## src/rtl/row_sequencer_if.sv

```systemverilog
// row_sequencer_if: bundles the multiplier handshake and result signals of the row sequencer
interface row_sequencer_if;
  logic        start;
  logic        done_row;
  logic [15:0] row_result;
  logic        overflow;
  logic        begin_mult;
  logic [3:0]  row_select;
  logic        busy;
  logic        done;
  logic [3:0]  class_out;
  logic [15:0] max_value;
  logic [15:0] ovf_mask;
  logic        timeout_err;
  modport master (
    output start, done_row, row_result, overflow,
    input  begin_mult, row_select, busy, done, class_out, max_value, ovf_mask, timeout_err
  );
  modport slave (
    input  start, done_row, row_result, overflow,
    output begin_mult, row_select, busy, done, class_out, max_value, ovf_mask, timeout_err
  );
endinterface

```

## src/rtl/row_sequencer.sv

```systemverilog
// row_sequencer: issues each weight row to the multiplier in turn and keeps the arg-max row
module row_sequencer #(
  parameter int NUM_ROWS       = 10,
  parameter int TIMEOUT_CYCLES = 2047
) (
  input  logic           clk,
  input  logic           rst,
  row_sequencer_if.slave bus
);
  typedef enum logic [2:0] {S_IDLE, S_ISSUE, S_WAIT, S_CAPTURE, S_FINISH} state_t;
  localparam logic [3:0]  LAST_ROW  = 4'(NUM_ROWS - 1);
  localparam logic [15:0] CNT_LIMIT = 16'(TIMEOUT_CYCLES - 1);
  state_t      r_state, w_next;
  logic        r_begin, r_busy, r_done, r_terr, r_ovf;
  logic [3:0]  r_row, r_class;
  logic [15:0] r_max, r_mask, r_cnt, r_res;
  logic [15:0] w_eff;
  logic        w_last, w_expire, w_better;
  assign w_last   = r_row == LAST_ROW;
  assign w_expire = r_cnt == CNT_LIMIT;
  assign w_eff    = r_ovf ? 16'hFFFF : r_res;
  assign w_better = (r_row == 4'd0) || (w_eff > r_max);
  assign bus.begin_mult  = r_begin;
  assign bus.row_select  = r_row;
  assign bus.busy        = r_busy;
  assign bus.done        = r_done;
  assign bus.class_out   = r_class;
  assign bus.max_value   = r_max;
  assign bus.ovf_mask    = r_mask;
  assign bus.timeout_err = r_terr;
  // next state; the counter reaching its limit on the edge means TIMEOUT_CYCLES wait cycles elapsed
  always_comb begin
    w_next = r_state;
    case (r_state)
      S_IDLE:    w_next = bus.start ? S_ISSUE : S_IDLE;
      S_ISSUE:   w_next = S_WAIT;
      S_WAIT:    w_next = bus.done_row ? S_CAPTURE : (w_expire ? S_FINISH : S_WAIT);
      S_CAPTURE: w_next = w_last ? S_FINISH : S_ISSUE;
      S_FINISH:  w_next = S_IDLE;
      default:   w_next = S_IDLE;
    endcase
  end
  // state register
  always_ff @(posedge clk or posedge rst) begin
    if (rst) r_state <= S_IDLE;
    else     r_state <= w_next;
  end
  // registered strobes derived from the state being entered
  always_ff @(posedge clk or posedge rst) begin
    if (rst) begin
      r_begin <= 1'b0;
      r_busy  <= 1'b0;
      r_done  <= 1'b0;
    end else begin
      r_begin <= w_next == S_ISSUE;
      r_busy  <= w_next != S_IDLE;
      r_done  <= w_next == S_FINISH;
    end
  end
  // wait counter is held at zero outside WAIT, so it starts from zero on every entry
  always_ff @(posedge clk or posedge rst) begin
    if (rst) r_cnt <= '0;
    else     r_cnt <= (r_state == S_WAIT) ? r_cnt + 16'd1 : '0;
  end
  // latch the multiplier answer on the edge that accepts done_row
  always_ff @(posedge clk or posedge rst) begin
    if (rst) begin
      r_res <= '0;
      r_ovf <= 1'b0;
    end else if (r_state == S_WAIT && bus.done_row) begin
      r_res <= bus.row_result;
      r_ovf <= bus.overflow;
    end
  end
  // row index, arg-max tracking, overflow mask and timeout flag
  always_ff @(posedge clk or posedge rst) begin
    if (rst) begin
      r_row   <= '0;
      r_class <= '0;
      r_max   <= '0;
      r_mask  <= '0;
      r_terr  <= 1'b0;
    end else if (r_state == S_IDLE && bus.start) begin
      r_row   <= '0;
      r_class <= '0;
      r_max   <= '0;
      r_mask  <= '0;
      r_terr  <= 1'b0;
    end else if (r_state == S_WAIT && !bus.done_row && w_expire) begin
      r_terr  <= 1'b1;
    end else if (r_state == S_CAPTURE) begin
      r_mask[r_row] <= r_ovf;
      r_class <= w_better ? r_row : r_class;
      r_max   <= w_better ? w_eff : r_max;
      r_row   <= w_last ? r_row : r_row + 4'd1;
    end
  end
endmodule

```

## src/flat_wrapper.sv

```systemverilog
// flat-port wrapper written by rule: the top's interface ports become plain ports
module row_sequencer_flat 
#(
  parameter int NUM_ROWS       = 10,
  parameter int TIMEOUT_CYCLES = 2047
)
  (clk, rst, bus_start, bus_done_row, bus_row_result, bus_overflow, bus_begin_mult, bus_row_select, bus_busy, bus_done, bus_class_out, bus_max_value, bus_ovf_mask, bus_timeout_err);
  row_sequencer_if bus_i ();
  input  logic clk;
  input  logic rst;
  input wire logic [$bits(bus_i.start)-1:0] bus_start;
  input wire logic [$bits(bus_i.done_row)-1:0] bus_done_row;
  input wire logic [$bits(bus_i.row_result)-1:0] bus_row_result;
  input wire logic [$bits(bus_i.overflow)-1:0] bus_overflow;
  output wire logic [$bits(bus_i.begin_mult)-1:0] bus_begin_mult;
  output wire logic [$bits(bus_i.row_select)-1:0] bus_row_select;
  output wire logic [$bits(bus_i.busy)-1:0] bus_busy;
  output wire logic [$bits(bus_i.done)-1:0] bus_done;
  output wire logic [$bits(bus_i.class_out)-1:0] bus_class_out;
  output wire logic [$bits(bus_i.max_value)-1:0] bus_max_value;
  output wire logic [$bits(bus_i.ovf_mask)-1:0] bus_ovf_mask;
  output wire logic [$bits(bus_i.timeout_err)-1:0] bus_timeout_err;
  assign bus_i.start = bus_start;
  assign bus_i.done_row = bus_done_row;
  assign bus_i.row_result = bus_row_result;
  assign bus_i.overflow = bus_overflow;
  assign bus_begin_mult = bus_i.begin_mult;
  assign bus_row_select = bus_i.row_select;
  assign bus_busy = bus_i.busy;
  assign bus_done = bus_i.done;
  assign bus_class_out = bus_i.class_out;
  assign bus_max_value = bus_i.max_value;
  assign bus_ovf_mask = bus_i.ovf_mask;
  assign bus_timeout_err = bus_i.timeout_err;
  row_sequencer #(.NUM_ROWS(NUM_ROWS), .TIMEOUT_CYCLES(TIMEOUT_CYCLES)) u_core (.clk(clk), .rst(rst), .bus(bus_i));
endmodule
```

## config.mk

```make
export PLATFORM = sky130hd
export DESIGN_NAME = row_sequencer_flat
export DESIGN_NICKNAME = d
export VERILOG_FILES = /design/src/rtl/row_sequencer_if.sv /design/src/rtl/row_sequencer.sv /design/src/flat_wrapper.sv
export SDC_FILE = /design/constraint.sdc
export NUM_CORES = 1
export LEC_CHECK = 0
export CELL_PAD_IN_SITES_DETAIL_PLACEMENT = 1
export CELL_PAD_IN_SITES_GLOBAL_PLACEMENT = 1
export CORE_ASPECT_RATIO = 1.5
export CORE_MARGIN = 4
export CORE_UTILIZATION = 46
export CTS_BUF_LIST = sky130_fd_sc_hd__clkbuf_2
export DETAILED_ROUTE_END_ITERATION = 12
export PLACE_DENSITY = 0.93
export SYNTH_ARGS = -nofsm -noshare
export SYNTH_HDL_FRONTEND = slang
export SYNTH_SLANG_ARGS = --single-unit
```

## constraint.sdc

```tcl
create_clock -name clk -period 6.25 [get_ports clk]
set_clock_uncertainty 0.1 [all_clocks]
set_input_delay 1.25 -clock clk [delete_from_list [all_inputs] [get_ports clk]]
set_output_delay 1.25 -clock clk [all_outputs]
set_load 0.02 [all_outputs]
```

==> results of run 1 <==
==> critical path, delay by kind of cell, from the launching register on <==
family	cells	cell delay, ns
simple gates	5	2.15
compound gates	1	0.19
mux	1	0.39
flops	1	0.81
fa+ha+maj	1	0.33
==> power by group <==
part	internal, mW	switching, mW
registers	0.671	0.137
logic	0.518	0.615
clock network	0.136	0.172
==> cells in the mapped netlist (8+ instances only) <==
cell type  count  area share [%]
a21oi_1       23             2.9
clkbuf_1       8            0.75
dfrtp_1       80              50
ha_1          22             6.8
inv_1         22             2.1
mux2_1        11             3.1
mux2_2         9             2.5
mux2i_1       20             5.0
nand2_1       47             4.4
nand4_1        8             1.2
nor2_1        45             4.2
o21ai_0       20             2.5
or2_2         16             2.5
xor2_1        10             2.2
==> kinds of logic (layout without fill, tap and decap cells) <==
family	Yosys count	in the layout
compound gates	48	48
xor+xnor	13	13
fa+ha+maj	22	22
buf+inv	38	104
flops	80	80
mux	40	40
other cells	0	1
simple gates	154	154
==> metrics by stage <==
step,utilization (%),instances,hold WS (ns)
floorplan,-,395,0.349
global placement,55.9,552,0.367
detailed placement,55.9,552,0.371
CTS,57.4,568,0.421
global route,57.5,569,0.451
finish,57.5,569,0.417
==> cells in the final DEF, fill, tap and decap left out, types with 2 or more instances in the layout <==
cell             count
nor4b_1              2
clkbuf_2            12
mux2i_1             20
bufinv_16            2
mux2_1              11
and3_1               3
buf_4                2
clkdlybuf4s50_1     64
or2_1                2
inv_1               21
xor2_1              10
mux2_2               9
nand3_1              7
nor3_1               4
o21ai_0             20
nand4_1              8
or3_1                5
nor2_1              45
nand2b_1             3
nand2_1             47
xnor2_1              3
clkinv_2             2
dfrtp_1             80
a21oi_1             23
or2_2               16
ha_1                22
==> registers in the layout, summed over array words and instances (netlist names) <==
register and flops:
u_core.bus.ovf_mask 16, u_core.bus.busy 1, u_core.r_ovf 1, u_core.r_state 3
u_core.r_cnt 16, u_core.bus.class_out 4, u_core.bus.begin_mult 1, u_core.bus.done 1
u_core.bus.max_value 16, u_core.r_res 16, u_core.bus.row_select 4, u_core.bus.timeout_err 1
==> layout make-up <==
type                       count  area [um2]  area share [%]
antenna                        1        2.50          0.0515
clock buffer                  12        60.1            1.23
clock inverter                 4        68.8            1.41
inverter                      22        83.8            1.72
multi-input combinational    277        1860            38.2
sequential                    80        2000            41.2
tap                          107         134            2.75
timing repair buffer          66         656            13.5
==> final timing paths <==
| check | startpoint | to | slack [ns] |
|---|---|---|---|
| worst min register to register | u_core.r_res[4]$_DFFE_PP0P_ | u_core.r_res[4]$_DFFE_PP0P_ | 0.42 |
| worst min-delay path | u_core.r_res[4]$_DFFE_PP0P_ | u_core.r_res[4]$_DFFE_PP0P_ | 0.42 |
| min in group asynchronous | rst | u_core.r_res[12]$_DFFE_PP0P_ | 1.20 |
| max in group asynchronous | rst | u_core.r_res[2]$_DFFE_PP0P_ | 4.15 |
| worst max register to register | u_core.r_ovf$_DFFE_PP0P_ | u_core.bus.class_out[0]$_DFFE_PP0P_ | 2.18 |
| worst max-delay path | u_core.r_ovf$_DFFE_PP0P_ | u_core.bus.class_out[0]$_DFFE_PP0P_ | 2.18 |
==> layer usage <==
layer  share of wire (%)  routed length (um)  up-vias  GRT usage, %
met2                  55                5210       46          36.2
met3                 3.2                 309       13          3.90
met1                  41                3870     1554          23.4
li1                    -                   -     1453             -
met4                 1.6                 148        0          7.13
met5                   0                   0        -             0
==> flow_metrics.tcl, run 1 <==
set metrics [dict create \
    status "complete, no violations" \
    pre_cts_slack_ns 2.15 \
    grtUsageTotal_pct 19.9 \
    fmax_mhz 246 \
    wl_per_cell_um 16.8 \
    ys_seq_area_share_pct 49.7 \
    dr.pass1.iters 4 \
    synth_edf_count 0 \
    syn_nets 438 \
    ys_types 43 \
    rsz0062_at_grt "no" \
    clkTransAtPathRegs_ns 0.20 \
    cp-start-kind "flop" \
    grt_max_degree 81 \
    drt-initial-drc-count 75 \
    synthMuxAreaShare_pct 10.6 \
    num-fill-cells 957 \
    max_stage_delay_ns 0.86 \
    synthSimpleGateAreaFrac_pct 19.0 \
    synth_warnings 0 \
    async_reset_ff_share_pct 100 \
    first_global_vias 3365 \
    h-tree-depth 3 \
    initial_utilization_pct 47.6 \
    clk_latency_ns 0.53 \
    tightest_slew_ns 1.09 \
    core_area_um2 8460 \
    layout_setup_ws_ns 2.18 \
    hold_violations 0 \
    synth-seq-cells 80 \
    portBuffers 64 \
    setup_viol 0 \
    pwr_density_cell_nw_per_um2 462 \
    synthCells 395 \
    synth_top_family_by_area "simple AND/OR/NAND/NOR gates" \
    wl_um 9540 \
    die_y_um 123 \
    place_area_um2 4730 \
    drive_gt1_share_pct 10.8 \
    antenna_found_initial 1 \
    drc_errors 0 \
    final_cell_area_um2 4860 \
    reg2reg_depth 8 \
    synth_compound_area_share_pct 6.68 \
    relSlewSlack_pct 27.0 \
    grt.overflow.total 0 \
    p_leak_nw 2.23 \
    cp_max_fo 33 \
    slew_viol_final 0 \
    pin_count 65 \
    crit_arrival_ns 4.40 \
    tns_ns 0 \
    hold_depth 1 \
    die-area_um2 10300 \
    num_rows 41 \
    max_cap_violations 0 \
    syn_to_final_growth_pct 20.8 \
    peakVddDrop_uv 231 \
    dieWidth_um 84.4 \
    route.vias.total 3066 \
    post-dp-hpwl_um 6840 \
    place.gp.congestion 0.795 \
    vias_per_cell 5.39 \
    ctsResizeCount 0 \
    required_ns 6.58 \
    critPathCaptureType "flop" \
    avgSynthCellArea_um2 10.2 \
    cts_root_buffer "clkbuf_2" \
    cts_sinks 80 \
    grt_pass1_wl_um 16400 \
    cts_setup_buffers 0 \
    p_total_mw 2.25 \
    synthAdderAreaFrac_pct 6.83 \
    synth_xor_area_share_pct 2.83 \
    cts_buffers 9 \
    final_antenna_net_count 0 \
    cts_tree "built" \
    path_class "flop to flop" \
    path_cells "or2_2 -> ha_1 -> nand4_2 -> nor3_1 -> nor4_1 -> a31oi_4 -> nor3_4 -> mux2_1" \
    clockBufferDepth 2 \
    nNetsFinal 499 \
    ys.flop_type "dfrtp_1" \
    finalCritPeriodShare_pct 65.1 \
    cp_slowest_cell "nor3_4" \
    min_period_ns 4.07 \
    syn_area_um2 4030 \
    hold_class "flop to flop" \
    postCtsHoldBufs 0 \
]
No activity file was read; power rests on OpenSTA's default activity.
==> inputs of run 2 (changes only) <==
- CORE_UTILIZATION: 46 -> 39
- PLACE_DENSITY: 0.93 -> 0.85
- clock period: 6.25 -> 3.3 ns (I/O delays scaled with it)
==> flow_metrics.tcl, run 2 (same netlist as run 1, synthesis figures left out) <==
set metrics [dict create \
    cp_max_fo 17 \
    dieWidth_um 91.0 \
    crit_arrival_ns 3.50 \
    final_antenna_net_count 0 \
    path_class "flop to flop" \
    reg2reg_from "u_core.r_ovf$_DFFE_PP0P_" \
    grt.overflow.total 0 \
    stdcell_count 582 \
    rsz0062_at_grt "no" \
    final_cell_area_um2 4930 \
    cp_slowest_cell "dfrtp_2" \
    grtUsageMet1_pct 20.7 \
    finalCritPeriodShare_pct 94.1 \
    cts_tree "built" \
    slew_viol_final 0 \
    grt_max_degree 81 \
    crit_path_start "u_core.r_ovf$_DFFE_PP0P_" \
    hold_violations 0 \
    place_area_um2 4790 \
    critPathCaptureType "flop" \
    ctsResizeCount 0 \
    portBuffers 64 \
    multi_input_area_um2 1860 \
    h-tree-depth 3 \
    cts_root_buffer "clkbuf_2" \
    hold_class "input port to async pin" \
    drc_errors 0 \
    drt-initial-drc-count 71 \
    wl_per_cell_um 16.7 \
    die-area_um2 12100 \
    drive_gt1_share_pct 11.6 \
    final_util_pct 48.6 \
    grt.busiest_layer "met2" \
    postCtsHoldBufs 0 \
    pwr_density_cell_nw_per_um2 876 \
    dp.cells 566 \
    grt_util_met3_pct 3.47 \
    setup_viol 0 \
    core_area_um2 10100 \
    pin_count 65 \
    post-dp-hpwl_um 7070 \
    final_common_cell "dfrtp_1" \
    clkTransAtPathRegs_ns 0.23 \
    initial_utilization_pct 39.7 \
    cts_setup_buffers 0 \
    tightest_slew_ns 0.628 \
    num_antenna_cells 0 \
    hold_slack_ns 0.378 \
    layout_setup_ws_ns 0.195 \
    use_met2_pct 30.0 \
    clockBufferDepth 2 \
    relSlewSlack_pct 58.2 \
    cts_sinks 80 \
    clk_latency_ns 0.57 \
    nNetsFinal 503 \
    first_global_vias 3425 \
    cts_buffers 9 \
    required_ns 3.70 \
    vias_per_cell 5.26 \
    route.vias.total 3061 \
    grt_pass1_wl_um 16800 \
    peakVddDrop_uv 316 \
    path_cells "or2_2 -> ha_1 -> nand4_2 -> or4_1 -> o21ai_2 -> a31oi_4 -> nor3_4 -> buf_4 -> mux2i_1" \
    cp-start-kind "flop" \
    grtUsageTotal_pct 17.3 \
    fmax_mhz 322 \
    die_y_um 132 \
    min_period_ns 3.10 \
    wl_um 9740 \
    syn_to_final_growth_pct 22.3 \
    dr.pass1.iters 4 \
    status "complete, no violations" \
    max_stage_delay_ns 0.55 \
    antenna_found_initial 0 \
    p_total_mw 4.31 \
    register_area_um2 2000 \
    max_cap_violations 0 \
    num_rows 45 \
    num-fill-cells 1139 \
    mostFrequentLayoutCells "dfrtp_1, clkdlybuf4s50_1, nand2_1" \
    tns_ns 0 \
    place.gp.congestion 0.823 \
    p_leak_nw 2.24 \
    pre_cts_slack_ns 0.152 \
]
[run 2: changes by cell type in the layout (fill, tap and decap cells not counted), sizes merged]
cell	previous run	this run
clkinvlp	0	2
buf	2	6
clkinv	3	4
clkbuf	12	9
diode	1	0
[run 2: path summary, 6_finish.rpt]
check                                                       to  slack (ns)  depth (start not counted)
max                        u_core.bus.max_value[1]$_DFFE_PP0P_        0.20                          9
min reg2reg                          u_core.r_cnt[0]$_DFF_PP0_        0.42                          1
max reg2reg                u_core.bus.max_value[1]$_DFFE_PP0P_        0.20                          9
min                               u_core.r_res[10]$_DFFE_PP0P_        0.38                          3
min in group clk                     u_core.r_cnt[0]$_DFF_PP0_        0.42                          1
max in group asynchronous  u_core.bus.max_value[2]$_DFFE_PP0P_        2.39                          3
[run 2: final cells by class]
class	count	area share [%]
sequential	80	40.7
multi-input combinational	277	37.8
timing repair buffer	70	14.2
tap	117	2.97
clock inverter	7	1.75
inverter	22	1.70
clock buffer	9	0.914
[run 2: critical path: cells and delay by family, from the launching register on]
| kind | cells | cell delay [ns] |
|---|---|---|
| simple gates | 4 | 1.28 |
| fa+ha+maj | 1 | 0.33 |
| compound gates | 2 | 0.19 |
| buf+inv | 1 | 0.33 |
| flops | 1 | 0.55 |
| mux | 1 | 0.24 |
[run 2: layer usage]
| layer | up-vias | wire, um |
|---|---|---|
| li1 | 1470 | - |
| met3 | 14 | 291 |
| met5 | - | 0 |
| met4 | 0 | 240 |
| met1 | 1527 | 4050 |
| met2 | 50 | 5160 |
[run 2: report_power, final]
part	total [mW]	switching [mW]	internal [mW]
registers	1.50	0.230	1.27
logic	2.21	1.20	1.01
clock network	0.601	0.359	0.242
